==> config.mk <==
export PLATFORM = sky130hd
export DESIGN_NAME = pet_cmd_arbiter
export DESIGN_NICKNAME = d
export VERILOG_FILES = /design/src/rtl/pet_cmd_arbiter.sv
export SDC_FILE = /design/constraint.sdc
export NUM_CORES = 1
export LEC_CHECK = 0
export ABC_AREA = 0
export BUFFER_PORTS_ARGS = -buffer_cell sky130_fd_sc_hd__buf_2
export CORE_ASPECT_RATIO = 1.4
export CORE_MARGIN = 10
export CORE_UTILIZATION = 60
export CTS_CLUSTER_SIZE = 24
export DETAILED_ROUTE_END_ITERATION = 10
export PLACE_DENSITY = 0.8
export SKIP_CTS_REPAIR_TIMING = 1
export SYNTH_ARGS = -nofsm -noshare
export SYNTH_HDL_FRONTEND = slang
export SYNTH_SLANG_ARGS = --single-unit
==> constraint.sdc <==
create_clock -name clk -period 10.4 [get_ports clk]
set_clock_uncertainty 0.15 [all_clocks]
set_input_delay 2.08 -clock clk [delete_from_list [all_inputs] [get_ports clk]]
set_output_delay 2.08 -clock clk [all_outputs]
set_load 0.05 [all_outputs]
==> src/rtl/pet_cmd_arbiter.sv <==
// Latches one-shot pushbutton requests and issues one command at a time to the pet FSM.
// Latency: request edge to cmd_valid is 2 cycles; cooldown of COOLDOWN_MS tick_ms strobes after each accept.
// Backpressure: cmd_code is held while cmd_ready is low; new edges keep latching. Define PET_ARB_TEST_EN to arbitrate req[4].
module pet_cmd_arbiter #(
    parameter int COOLDOWN_MS = 200
) (
    input  logic       clk,
    input  logic       rst,
    input  logic       tick_ms,
    input  logic [4:0] req,
    input  logic       cmd_ready,
    output logic       cmd_valid,
    output logic [2:0] cmd_code,
    output logic [4:0] pending,
    output logic       busy,
    output logic [7:0] drop_cnt
);

    typedef enum logic [1:0] {
        S_IDLE  = 2'd0,
        S_GRANT = 2'd1,
        S_COOL  = 2'd2
    } state_t;

    typedef enum logic [1:0] {
        RR_SLEEP = 2'd0,
        RR_FEED  = 2'd1,
        RR_PLAY  = 2'd2
    } rr_t;

    localparam logic [2:0] CODE_NONE  = 3'd0;
    localparam logic [2:0] CODE_AWAKE = 3'd1;
    localparam logic [2:0] CODE_SLEEP = 3'd2;
    localparam logic [2:0] CODE_FEED  = 3'd3;
    localparam logic [2:0] CODE_PLAY  = 3'd4;
    localparam logic [2:0] CODE_TEST  = 3'd5;
    localparam logic [7:0] CD_LOAD    = 8'(COOLDOWN_MS);

`ifdef PET_ARB_TEST_EN
    localparam logic [4:0] REQ_MASK = 5'b11111;
`else
    localparam logic [4:0] REQ_MASK = 5'b01111;
`endif

    state_t      state_q, state_d;
    rr_t         rr_q, rr_d;
    logic [4:0]  req_q_q, req_q_d;
    logic [4:0]  pending_q, pending_d;
    logic [2:0]  code_q, code_d;
    logic [7:0]  cnt_q, cnt_d;
    logic [7:0]  drop_q, drop_d;

    logic [4:0]  req_rise;
    logic [4:0]  clr_vec;
    logic [4:0]  drop_hit;
    logic [2:0]  drop_num;
    logic [8:0]  drop_sum;
    logic        hs;
    logic        test_hit;
    logic [2:0]  win_code;
    rr_t         win_rr;

`ifdef PET_ARB_TEST_EN
    assign test_hit = pending_q[4];
`else
    assign test_hit = 1'b0;
`endif

    // Pending latch and drop counter; a new edge on the same cycle as its grant survives.
    always_comb begin
        req_q_d  = req;
        req_rise = req & ~req_q_q & REQ_MASK;
        hs       = (state_q == S_GRANT) && cmd_ready;
        clr_vec  = '0;
        if (hs) begin
            case (code_q)
                CODE_AWAKE: clr_vec[0] = 1'b1;
                CODE_SLEEP: clr_vec[1] = 1'b1;
                CODE_FEED:  clr_vec[2] = 1'b1;
                CODE_PLAY:  clr_vec[3] = 1'b1;
                CODE_TEST:  clr_vec[4] = 1'b1;
                default:    clr_vec    = '0;
            endcase
        end
        pending_d = ((pending_q & ~clr_vec) | req_rise) & REQ_MASK;
        drop_hit  = req_rise & pending_q & ~clr_vec;
        drop_num  = '0;
        for (int i = 0; i < 5; i++) begin
            drop_num = drop_num + {2'b00, drop_hit[i]};
        end
        drop_sum = {1'b0, drop_q} + {6'b000000, drop_num};
        drop_d   = drop_sum[8] ? 8'hFF : drop_sum[7:0];
    end

    // Winner: test, then awake, then round-robin starting at rr_q.
    always_comb begin
        win_code = CODE_NONE;
        win_rr   = rr_q;
        if (test_hit) begin
            win_code = CODE_TEST;
        end else if (pending_q[0]) begin
            win_code = CODE_AWAKE;
        end else begin
            case (rr_q)
                RR_FEED: begin
                    if (pending_q[2]) begin
                        win_code = CODE_FEED;  win_rr = RR_PLAY;
                    end else if (pending_q[3]) begin
                        win_code = CODE_PLAY;  win_rr = RR_SLEEP;
                    end else if (pending_q[1]) begin
                        win_code = CODE_SLEEP; win_rr = RR_FEED;
                    end
                end
                RR_PLAY: begin
                    if (pending_q[3]) begin
                        win_code = CODE_PLAY;  win_rr = RR_SLEEP;
                    end else if (pending_q[1]) begin
                        win_code = CODE_SLEEP; win_rr = RR_FEED;
                    end else if (pending_q[2]) begin
                        win_code = CODE_FEED;  win_rr = RR_PLAY;
                    end
                end
                default: begin
                    if (pending_q[1]) begin
                        win_code = CODE_SLEEP; win_rr = RR_FEED;
                    end else if (pending_q[2]) begin
                        win_code = CODE_FEED;  win_rr = RR_PLAY;
                    end else if (pending_q[3]) begin
                        win_code = CODE_PLAY;  win_rr = RR_SLEEP;
                    end
                end
            endcase
        end
    end

    always_comb begin
        state_d = state_q;
        code_d  = code_q;
        cnt_d   = cnt_q;
        rr_d    = rr_q;
        case (state_q)
            S_IDLE: begin
                if (|pending_q) begin
                    state_d = S_GRANT;
                    code_d  = win_code;
                    rr_d    = win_rr;
                end
            end
            S_GRANT: begin
                if (cmd_ready) begin
                    code_d = CODE_NONE;
                    if (COOLDOWN_MS > 0) begin
                        cnt_d   = CD_LOAD;
                        state_d = S_COOL;
                    end else begin
                        state_d = S_IDLE;
                    end
                end
            end
            S_COOL: begin
                // Leave on the edge that consumes the final strobe.
                if (tick_ms) begin
                    if (cnt_q <= 8'd1) begin
                        cnt_d   = 8'd0;
                        state_d = S_IDLE;
                    end else begin
                        cnt_d = cnt_q - 8'd1;
                    end
                end
            end
            default: state_d = S_IDLE;
        endcase
    end

    always_ff @(posedge clk or negedge rst) begin
        if (!rst) begin
            state_q   <= S_IDLE;
            rr_q      <= RR_SLEEP;
            req_q_q   <= '0;
            pending_q <= '0;
            code_q    <= CODE_NONE;
            cnt_q     <= '0;
            drop_q    <= '0;
        end else begin
            state_q   <= state_d;
            rr_q      <= rr_d;
            req_q_q   <= req_q_d;
            pending_q <= pending_d;
            code_q    <= code_d;
            cnt_q     <= cnt_d;
            drop_q    <= drop_d;
        end
    end

    assign cmd_valid = (state_q == S_GRANT);
    assign cmd_code  = code_q;
    assign pending   = pending_q;
    assign busy      = (state_q != S_IDLE);
    assign drop_cnt  = drop_q;

endmodule

# --- Word-level counts from Yosys, hierarchy flattened ---
# Index checks and enable logic that the tools add are counted.
totals:
  inputBits: 9
  elab_cells: 86
  ff_bits: 31
op_classes:
  addsub: 6
  bitwise: 8
  order_cmp: 1
  n_eq_ne: 13
  n_reduce_logical: 11
  muxes: 40
ops:
  columns: ["operator", "n"]
  rows:
  - ["$mux W2", 16]
  - ["$mux W8", 4]
  - ["$mux W3", 9]
  - ["$pmux W8 S2", 1]
  - ["$and A4 B4 Y4", 3]
  - ["$pmux W3 S2", 2]
  - ["$add A8 B3 Y9", 1]
  - ["$le A8 B1 Y1 const B", 1]
  - ["$ne A2 B2 Y1 const B", 4]
  - ["$reduce_and A4 Y1", 2]
  - ["$sub A8 B1 Y8 const B", 1]
  - ["$add A3 B1 Y3", 2]
  - ["$eq A3 B2 Y1 const B", 2]
  - ["$eq A3 B3 Y1 const B", 2]
  - ["$pmux W2 S3", 1]
  - ["$reduce_and A3 Y1", 2]
  - ["$reduce_bool A2 Y1", 3]
  - ["$and A4 B5 Y5", 1]
  - ["$mux W1", 5]
  - ["$mux W5", 1]
  - ["$not A5 Y5", 1]
  - ["$eq A2 B1 Y1 const B", 2]
  - ["$eq A2 B2 Y1 const B", 2]
  - ["$not A4 Y4", 1]
  - ["10 further kinds", 10]

# --- Depth between registers and ports, before layout ---
# Gate-level depths: netlist (run 1).
logic_depth:
  word_depth: 11
  ltp_mapped: 12
  depth_no_buf: 11

# --- Worst setup path before layout (run 1) ---
# OpenSTA, ideal clock, no wires.
synth_path:
  path_type: "input to register"
  from: "input port cmd_ready"
  to: "register drop_q[4] (netlist: drop_cnt[4])"
  cell_stages: 11
  setup_slack_ns: 5.532
  arrival_ns: 4.636
  setup_ns: 0.083
  cell_sequence: "nand3b_1 or4_1 nand4_1 fa_1 fa_1 inv_1 fa_1 and3_1 and2_1 nand4_1 o21ai_0"
synth_via:
  elab_chain_cells: 10
synth_rtl:
  columns: ["item", "line", "text"]
  rows:
  - ["start: declaration", "11", "input logic cmd_ready,"]
  - ["$logic_and A1 B1 Y1 (*)", "73", "hs = (state_q == S_GRANT) && cmd_ready;"]
  - ["$mux W5 (*)", "75", "if (hs) begin"]
  - ["$not A5 Y5 (*)", "86", "drop_hit = req_rise & pending_q & ~clr_vec;"]
  - ["$and A4 B5 Y5 (*)", "86", null]
  - ["$add A1 B1 Y2", "89", "drop_num = drop_num + {2'b00, drop_hit[i]};"]
  - ["$add A2 B1 Y3", "89", null]
  - ["$add A3 B1 Y3", "89", null]
  - ["$add A3 B1 Y3 (*)", "89", null]
  - ["$add A8 B3 Y9 (*)", "91", "drop_sum = {1'b0, drop_q} + {6'b000000, drop_num};"]
  - ["$mux W8 (*)", "92", "drop_d = drop_sum[8] ? 8'hFF : drop_sum[7:0];"]
  - ["via drop_d[4]", "51", "logic [7:0] drop_q, drop_d;"]
  - ["end signal: assignment", "191", "drop_q <= drop_d;"]
  - ["end: declaration", "51", null]
# The timed path passes the listed nets; every way through them passes the cells marked *.
# A chain may end at the register's enable or synchronous reset.

# --- Final worst setup path (run 1) ---
# Ends and elaborated chain as after synthesis.

==> out/results.ini, run 1 <==
[status]
status=complete, no violations

[placement]
gp_congestion=0.873
place_inst=226
pre_cts_ws_ns=4.96
post_dp_cell_area_um2=1810
hpwl_um=2540
numPortBuffers=24

[die]
die_w_um=64.5
design.core.area_um2=2640
die_area_um2=5300
initial_utilization_pct=62.9
core.rowCount=22
die_h_um=82.3
ios=27

[layout]
final_area_um2=1900
drive_above_1_share_pct=20.7
nets=214
num_antenna_cells=0
n_fill_cell=217
multiInputGateArea_um2=802
final-seq-area_um2=776
post_layout_nonfiller_instances=234
syn_to_final_growth_pct=14.2

[timing]
setup_viol=0
slew_viol_final=0
relSlewSlack_pct=55.8
worst_pin_slew_ns=0.664
fmax_mhz=198
hold_viol=0
setup_ws_ns=5.34
post-route-period-util_pct=48.7
period_minus_slack_ns=5.06
rsz0062_at_grt=no
tns_ns=0

[grt]
grt_max_degree=32
grtUsageTotal_pct=13.4
grt_pass1_vias=1319
grt_pass1_wl_um=5710
overflow=0
grt_antenna_before_repair=0

[routing]
drc=0
ant_nets=0
drtIter0Drc=33
vias=1308
top_layer_used=met4
routed-wl-met3_um=127
route.met2.wl_um=1680
wl_met1_um=1480
avgRoutedWirePerCell_um=14.3
routed_via_density=5.59
dr.pass1.iters=4
routed_wl_um=3340

[synth]
synth_commonest_cells=31 x dfrtp_1, 18 x inv_1, 14 x nand2_1
synth.top_cells.by_area=dfrtp_1 47%, inv_1 4.1%, o21ai_0 3.9%
syn_nets=186
yosysUniqueCellTypes=45
syn_area_per_cell_um2=9.83
ys.flop_type=dfrtp_1
yosysTopAreaCellShare_pct=46.7
async_flop_share_pct=100
seq_area_frac_synth_pct=46.7
syn_inst=169
yosysMostFrequentCell=dfrtp_1
ys_seq_elements=31
synth_edf_count=0
syn_area_um2=1660
synth.largest_area_cell=dfrtp_1
synth-warning-count=0

[worst_setup_path]
worst-r2r-cell-count=11
required_ns=10.49
r2r_slack_ns=6.61
critPathBufInv=2
crit_slowest_cell=or4_1
cp_max_fo=9
worstPathArrival_ns=5.15
crit_chain=buf_2 > nand3b_1 > or4_1 > nand4_1 > fa_1 > fa_1 > inv_1 > fa_1 > and3_1 > and2_1 > nand4_1 > o21ai_0
cp_top_family=simple AND/OR/NAND/NOR gates
start_kind=input pin
cp-end-kind=flip-flop
reg2reg_to=drop_cnt[4]$_DFF_PN0_
crit-reg2reg-launch=state_q[1]$_DFFE_PN0P_
slowest_delay_ns=0.53
crit_type=input pin to flip-flop
worst_path_most_repeated_cell=fa_1

[clock_tree]
cts_tree=yes
clock_latency_ns=0.33
htreeDepth=2
cts_root_buf=clkbuf_4
cts.sink_count=31
clkTransAtPathRegs_ns=0.10
numCtsBuffers=5
clk_path_buf_depth=2

[run]
cap_violations=0

[pwr]
cellPowerDensity_nw_per_um2=323
ir_drop_v=0.000234
power_leakage_nw=0.883

[worst_hold_path]
hold_end=pending[3]$_DFF_PN0_
worstHoldPathType=flip-flop to flip-flop
hold_path_depth=1
min_from=req_q_q[3]$_DFF_PN0_

layer usage:
layer / vias to the layer above / global-route usage, %
met5: - / 0
li1: 645 / -
met2: 27 / 23.5
met1: 630 / 14.5
met4: 0 / 6.65
met3: 6 / 3.91
cell usage in the layout, fill, tap and decap left out, drive strengths merged, types with 2 or more instances in the layout:
cell type / n
a22oi: 2
mux2i: 2
a31oi: 2
or4: 2
a21oi: 6
nand2: 14
ha: 5
and2: 3
nor2b: 6
clkbuf: 6
or3: 6
nor3: 5
o21ai: 13
dfrtp: 31
o41ai: 4
or2: 4
o31ai: 3
fa: 3
nand2b: 4
nand3: 2
buf: 24
nand4: 2
nand3b: 2
xor2: 2
inv: 18
nor2: 9
worst max path at each step:
stage	startpoint	to	slack, ns	cells after the start
floorplan	cmd_ready	drop_cnt[4]$_DFF_PN0_	5.53	11
global placement	cmd_ready	drop_cnt[4]$_DFF_PN0_	5.11	12
detailed placement	cmd_ready	drop_cnt[4]$_DFF_PN0_	4.96	12
CTS	cmd_ready	drop_cnt[4]$_DFF_PN0_	5.28	12
global route	cmd_ready	drop_cnt[4]$_DFF_PN0_	5.02	12
finish	cmd_ready	drop_cnt[4]$_DFF_PN0_	5.34	12
flip-flops by register name (all words and copies together), names as in the netlist:
signal / flops
rr_q: 2
cmd_code: 3
state_q: 2
drop_cnt: 8
cnt_q: 8
pending: 4
req_q_q: 4
kinds of logic (layout without fill, tap and decap cells):
logic type	count (synthesis)	after routing	share of synthesized area, %
AND/OR/NAND/NOR	62	62	21.3
flip-flops	31	31	46.7
AO/OA/AOI/OAI	40	40	15.9
other	1	1	0.226
adder cells (fa/ha/maj)	8	8	7.38
XOR/XNOR	3	3	1.58
buffers and inverters	21	50	5.04
multiplexers	3	3	1.88
through the flow:
stage / hold WS (ns) / util [%] / power, mW
after detailed placement: 0.296 / 68.5 / 0.518
final: 0.310 / 71.8 / 0.613
after global placement: 0.285 / 68.5 / 0.504
after floorplan: 0.279 / - / 0.445
after CTS: 0.310 / 71.8 / 0.619
after global routing: 0.327 / 71.8 / 0.662
power by group:
part / leakage [nW] / switching (mW) / internal [mW]
clock: 0.0482 / 0.0418 / 0.0568
sequential: 0.362 / 0.0472 / 0.160
combinational: 0.473 / 0.205 / 0.102
cell type report:
cell class	instances	area share [%]
clock buffers	6	2.70
flip-flops and latches	31	40.9
repair buffers	24	6.33
clock inverters	2	1.85
multi-input cells	117	42.3
inverters	18	3.56
well taps	36	2.37
No activity file was read; power rests on OpenSTA's default activity.
==> inputs of run 2 (changes only) <==
--- a/config.mk
+++ b/config.mk
@@ -9,10 +9,10 @@
 export BUFFER_PORTS_ARGS = -buffer_cell sky130_fd_sc_hd__buf_2
 export CORE_ASPECT_RATIO = 1.4
 export CORE_MARGIN = 10
-export CORE_UTILIZATION = 60
+export CORE_UTILIZATION = 55
 export CTS_CLUSTER_SIZE = 24
 export DETAILED_ROUTE_END_ITERATION = 10
-export PLACE_DENSITY = 0.8
+export PLACE_DENSITY = 0.74
 export SKIP_CTS_REPAIR_TIMING = 1
 export SYNTH_ARGS = -nofsm -noshare
 export SYNTH_HDL_FRONTEND = slang
==> constraint.sdc (replaced) <==
create_clock -name clk -period 5 [get_ports clk]
set_clock_uncertainty 0.15 [all_clocks]
set_input_delay 1 -clock clk [delete_from_list [all_inputs] [get_ports clk]]
set_output_delay 1 -clock clk [all_outputs]
set_load 0.05 [all_outputs]
==> run 2 against run 1 <==
Clock power grew 120%. Die area grew 6.5%. Combinational power grew 110%. Core utilization shrank 5.3 points. First-iteration DRC count grew 18%. Via count grew 3.4%. Cell area grew 0.79%. Sequential cell count is the same. Critical path type unchanged. Largest power group unchanged.
==> out/results.ini, run 2 (synthesized netlist as in run 1, its figures left out) <==
[grt]
grt_pass1_vias=1439  ; was 1319
overflow=0  ; unchanged
grt_max_degree=32  ; unchanged
grt_antenna_before_repair=0  ; unchanged
grtUsageTotal_pct=14.1  ; was 13.4%
grt_pass1_wl_um=6410  ; was 5710 µm

[layout]
final_common_cell=dfrtp_1  ; unchanged
syn_to_final_growth_pct=15.1  ; was 14.2%
mostFrequentLayoutCells=31 x dfrtp_1, 24 x buf_2, 18 x inv_1  ; unchanged
n_fill_cell=257  ; was 217
final_area_um2=1910  ; was 1900 µm²
num_antenna_cells=0  ; unchanged
drive_above_1_share_pct=20.2  ; was 20.7%
nets=214  ; unchanged

[clock_tree]
clk_path_buf_depth=2  ; unchanged
cts_root_buf=clkbuf_8  ; was clkbuf_4
cts_tree=yes  ; unchanged
clock_latency_ns=0.28  ; was 0.33 ns
numCtsBuffers=5  ; unchanged
clkTransAtPathRegs_ns=0.06  ; was 0.10 ns
htreeDepth=2  ; unchanged
cts.sink_count=31  ; unchanged

[placement]
numPortBuffers=24  ; unchanged
hpwl_um=2710  ; was 2540 µm
post_dp_cell_area_um2=1810  ; about the same
gp_congestion=0.796  ; was 0.873

[timing]
tns_ns=0  ; unchanged
slew_viol_final=0  ; unchanged
hold_viol=0  ; unchanged
post-route-period-util_pct=80.4
setup_viol=0  ; unchanged
rsz0062_at_grt=no  ; unchanged
period_minus_slack_ns=4.02
fmax_mhz=249
worst_pin_slew_ns=0.668  ; was 0.664 ns
relSlewSlack_pct=55.5  ; was 55.8%

[worst_hold_path]
worstHoldPathType=flip-flop to flip-flop  ; unchanged

[routing]
routed_wl_um=3670  ; was 3340 µm
avgRoutedWirePerCell_um=15.6  ; was 14.3 µm
drc=0  ; unchanged
drtIter0Drc=39  ; was 33
vias=1352  ; was 1308
ant_nets=0  ; unchanged
routed_via_density=5.75  ; was 5.59
dr.pass1.iters=4  ; unchanged

[die]
die_h_um=85.0  ; was 82.3 µm
ios=27  ; unchanged
initial_utilization_pct=57.7  ; was 62.9%
die_w_um=66.5  ; was 64.5 µm
design.core.area_um2=2880  ; was 2640 µm²
die_area_um2=5650  ; was 5300 µm²
core.rowCount=23  ; was 22

[pwr]
power_leakage_nw=0.886  ; was 0.883 nW
ir_drop_v=0.000478  ; was 0.000234 V
cellPowerDensity_nw_per_um2=680  ; was 323 nW/µm²
power_mw=1.30  ; was 613 µW

[worst_setup_path]
worst_path_most_repeated_cell=fa_1  ; unchanged
required_ns=5.05  ; was 10.49 ns
cp_top_family=simple AND/OR/NAND/NOR gates  ; unchanged
slowest_delay_ns=0.54  ; was 0.53 ns
crit_chain=buf_2 > nand3b_1 > or4_1 > nand4_1 > fa_1 > fa_1 > inv_1 > fa_1 > and3_1 > and2_1 > nand4_1 > o21ai_0  ; unchanged
crit_slowest_cell=or4_1  ; unchanged
worstPathArrival_ns=4.07  ; was 5.15 ns
start_kind=input pin  ; unchanged
cp_max_fo=9  ; unchanged
critPathBufInv=2  ; unchanged
crit_type=input pin to flip-flop  ; unchanged
cp-end-kind=flip-flop  ; unchanged

[status]
status=complete, no violations  ; unchanged

[run]
cap_violations=0  ; unchanged

[run 2: cell count changes in the layout (fill, tap and decap cells not counted)]
| cell | delta |
|---|---|
| bufinv_16 | -1 |
| clkbuf_1 | +1 |
| clkbuf_4 | -5 |
| clkbuf_8 | +6 |
| clkinv_2 | -1 |
[run 2: per-stage QoR]
| step | util, % | worst slack, ns | hold WS (ns) | instances |
|---|---|---|---|---|
| floorplan | - | 1.21 | 0.279 | 169 |
| global placement | 63.0 | 0.778 | 0.284 | 227 |
| detailed placement | 63.0 | 0.682 | 0.301 | 227 |
| CTS | 66.4 | 0.965 | 0.313 | 235 |
| global route | 66.4 | 0.701 | 0.314 | 235 |
| finish | 66.4 | 0.981 | 0.310 | 235 |
[run 2: layer usage]
metal / vias up / GRT usage (%) / part of all wire [%]
met3: 10 / 4.61 / 4.7
met1: 661 / 15.6 / 42
met5: - / 0 / 0
met4: 0 / 7.27 / 2.7
met2: 36 / 23.2 / 51
li1: 645 / - / -
[run 2: where the power goes]
part | switching (mW) | leakage [nW] | total [mW] | internal, mW
registers | 0.100 | 0.362 | 0.435 | 0.335
clock network | 0.0906 | 0.0515 | 0.216 | 0.126
logic | 0.436 | 0.473 | 0.649 | 0.213
[run 2: final timing paths]
path	startpoint	end	slack, ns	cells after the start
max in group asynchronous	rst	pending[3]$_DFF_PN0_	3.67	1
worst max-delay path	cmd_ready	drop_cnt[4]$_DFF_PN0_	0.98	12
worst min register to register	req_q_q[1]$_DFF_PN0_	pending[1]$_DFF_PN0_	0.31	1
min in group asynchronous	rst	drop_cnt[7]$_DFF_PN0_	0.60	1
worst max register to register	state_q[1]$_DFFE_PN0P_	drop_cnt[4]$_DFF_PN0_	1.25	11
worst min-delay path	req_q_q[1]$_DFF_PN0_	pending[1]$_DFF_PN0_	0.31	1
[run 2: final cells by class]
class | count | area [µm²] | share of cell area, %
inverters | 18 | 67.6 | 3.53
repair buffers | 24 | 120 | 6.28
well taps | 37 | 46.3 | 2.42
multi-input cells | 117 | 802 | 42.0
flip-flops and latches | 31 | 776 | 40.6
clock buffers | 8 | 100 | 5.24
==> inputs of run 3 (changes only) <==
--- a/config.mk
+++ b/config.mk
@@ -9,10 +9,10 @@
 export BUFFER_PORTS_ARGS = -buffer_cell sky130_fd_sc_hd__buf_2
 export CORE_ASPECT_RATIO = 1.4
 export CORE_MARGIN = 10
-export CORE_UTILIZATION = 55
+export CORE_UTILIZATION = 50
 export CTS_CLUSTER_SIZE = 24
 export DETAILED_ROUTE_END_ITERATION = 10
-export PLACE_DENSITY = 0.74
+export PLACE_DENSITY = 0.71
 export SKIP_CTS_REPAIR_TIMING = 1
 export SYNTH_ARGS = -nofsm -noshare
 export SYNTH_HDL_FRONTEND = slang
==> constraint.sdc (replaced) <==
create_clock -name clk -period 3.2 [get_ports clk]
set_clock_uncertainty 0.15 [all_clocks]
set_input_delay 0.64 -clock clk [delete_from_list [all_inputs] [get_ports clk]]
set_output_delay 0.64 -clock clk [all_outputs]
set_load 0.05 [all_outputs]
==> run 3 against run 2 <==
The flow now finishes with violations (negative setup slack). Critical endpoint is now drop_cnt[0]$_DFF_PN0_. Power grew 63%. Largest power group unchanged. Via count is the same. Wire length shrank 1.7%. Setup slack lost 1.0 ns. Register-to-register slack lost 1.3 ns. Critical path type is now flip-flop to flip-flop. Clock power grew 38%. Global-route usage shrank 0.90 points. Worst hold slack lost 0.065 ns. Final cell count grew 6.4%. Clock-buffer cell count shrank 1. Combinational power grew 80%. Critical path depth is the same.
==> out/results.ini, run 3 (synthesized netlist as in run 1, its figures left out) <==
[pwr]
cellPowerDensity_nw_per_um2=1030  ; was 680 nW/µm²
power_mw=2.12  ; was 1.30 mW
ir_drop_v=0.000703  ; was 0.000478 V
power_leakage_nw=0.952  ; was 0.886 nW

[grt]
use_met2_pct=20.4  ; was 23.2%
overflow=0  ; unchanged
grt_antenna_before_repair=0  ; unchanged
grt_max_degree=32  ; unchanged
grt_pass1_vias=1369  ; was 1439
grtUsageTotal_pct=13.2  ; was 14.1%
top_usage_layer=met2  ; unchanged
grtUsageMet1_pct=16.0  ; was 15.6%
grt_pass1_wl_um=6220  ; was 6410 µm
met3_usage_pct=4.68  ; was 4.61%

[routing]
ant_nets=0  ; unchanged
routed_wl_um=3610  ; was 3670 µm
avgRoutedWirePerCell_um=14.4  ; was 15.6 µm
dr.pass1.iters=4  ; unchanged
drtIter0Drc=62  ; was 39
drc=0  ; unchanged
vias=1352  ; unchanged
routed_via_density=5.41  ; was 5.75

[die]
initial_utilization_pct=52.7  ; was 57.7%
die_area_um2=6060  ; was 5650 µm²
ios=27  ; unchanged
die_h_um=88.2  ; was 85.0 µm
die_w_um=68.7  ; was 66.5 µm
core.rowCount=24  ; was 23
design.core.area_um2=3150  ; was 2880 µm²

[worst_hold_path]
worstHoldPathType=input pin to async pin  ; was flip-flop to flip-flop

[layout]
syn_to_final_growth_pct=23.9  ; was 15.1%
mostFrequentLayoutCells=29 x dfrtp_1, 24 x buf_2, 17 x inv_1  ; was 31 x dfrtp_1, 24 x buf_2, 18 x inv_1
final_core_util_pct=65.3  ; was 66.4%
nets=227  ; was 214
drive_above_1_share_pct=32.2  ; was 20.2%
num_antenna_cells=0  ; unchanged
final_common_cell=dfrtp_1  ; unchanged
final_area_um2=2060  ; was 1910 µm²

[timing]
period_minus_slack_ns=3.22
tns_ns=-0.0641  ; was 0 ns
rsz0062_at_grt=yes  ; was no
fmax_mhz=311
hold_viol=0  ; unchanged
slew_viol_final=0  ; unchanged
post-route-period-util_pct=101
worst_pin_slew_ns=0.702  ; was 0.668 ns
relSlewSlack_pct=53.2  ; was 55.5%
setup_ws_ns=-0.0204  ; was 0.981 ns
setup_viol=5  ; was 0

[worst_setup_path]
crit_chain=nand3b_1 > or4_4 > nand4_1 > fa_1 > fa_2 > inv_2 > fa_2 > and3_4 > and2_4 > nand4_1 > buf_6 > nand2_2  ; was buf_2 > nand3b_1 > or4_1 > nand4_1 > fa_1 > fa_1 > inv_1 > fa_1 > and3_1 > and2_1 > nand4_1 > o21ai_0
cp_max_fo=5  ; was 9
cp-end-kind=flip-flop  ; unchanged
cp_top_family=simple AND/OR/NAND/NOR gates  ; unchanged
required_ns=3.27  ; was 5.05 ns
crit_slowest_cell=or4_4  ; was or4_1
slowest_delay_ns=0.46  ; was 0.54 ns
worstPathArrival_ns=3.29  ; was 4.07 ns
crit_type=flip-flop to flip-flop  ; was input pin to flip-flop
start_kind=flip-flop  ; was input pin
critPathBufInv=2  ; unchanged

[placement]
post_dp_cell_area_um2=1900  ; was 1810 µm²
numPortBuffers=24  ; unchanged
pre_cts_ws_ns=-0.406  ; was 0.682 ns
gp_congestion=0.795  ; was 0.796
hpwl_um=2730  ; was 2710 µm

[clock_tree]
cts_root_buf=clkbuf_8  ; unchanged
htreeDepth=2  ; unchanged
clkTransAtPathRegs_ns=0.07  ; was 0.06 ns
clock_latency_ns=0.29  ; was 0.28 ns
clk_path_buf_depth=2  ; unchanged
cts.sink_count=31  ; unchanged
numCtsBuffers=5  ; unchanged
cts_tree=yes  ; unchanged

[run]
cap_violations=0  ; unchanged

[status]
violations=negative setup slack
status=complete, but fails checks  ; was complete, no violations

[run 3: worst reg2reg max path, stage by stage (launching register included)]
cell	delay, ns
dfrtp_1	0.37
nand3b_1	0.24
or4_4	0.46
nand4_1	0.12
fa_1	0.46
fa_2	0.42
inv_2	0.07
fa_2	0.19
and3_4	0.18
and2_4	0.14
nand4_1	0.13
buf_6	0.17
nand2_2	0.06
[run 3: area by class of cell]
type | instances | area, µm²
clock buffers | 7 | 76.3
clock inverters | 1 | 5.00
fillers | 241 | 1090
inverters | 18 | 67.6
multi-input cells | 117 | 857
flip-flops and latches | 31 | 778
well taps | 39 | 48.8
repair buffers | 37 | 225
[run 3: where the power goes]
part	internal, mW	total (mW)	leakage (nW)	switching (mW)
Sequential	0.525	0.656	0.359	0.131
Combinational	0.434	1.17	0.550	0.734
Clock	0.152	0.299	0.0422	0.147
Total	1.11	2.12	0.952	1.01
[run 3: metal layers]
| layer | vias up | part of all wire (%) |
|---|---|---|
| li1 | 675 | - |
| met1 | 630 | 43 |
| met3 | 6 | 5.0 |
| met4 | 0 | 1.6 |
| met2 | 41 | 50 |
| met5 | - | 0 |
[run 3: final timing paths]
path	start	endpoint	slack, ns	depth (start not counted)
worst max register to register	state_q[1]$_DFFE_PN0P_	drop_cnt[0]$_DFF_PN0_	-0.02	12
worst max-delay path	state_q[1]$_DFFE_PN0P_	drop_cnt[0]$_DFF_PN0_	-0.02	12
worst min register to register	req_q_q[0]$_DFF_PN0_	pending[0]$_DFF_PN0_	0.29	1
worst min-delay path	rst	rr_q[0]$_DFFE_PN0P_	0.24	1
max in group asynchronous	rst	cmd_code[0]$_DFFE_PN0P_	2.16	1
min in group clk	req_q_q[0]$_DFF_PN0_	pending[0]$_DFF_PN0_	0.29	1
[run 3: stage by stage]
step | hold slack (ns) | cells
5_1_grt | 0.278 | 250
3_5_place_dp | 0.298 | 239
4_1_cts | 0.255 | 247
2_1_floorplan | 0.194 | 169
6_report | 0.245 | 250
3_3_place_gp | 0.286 | 239
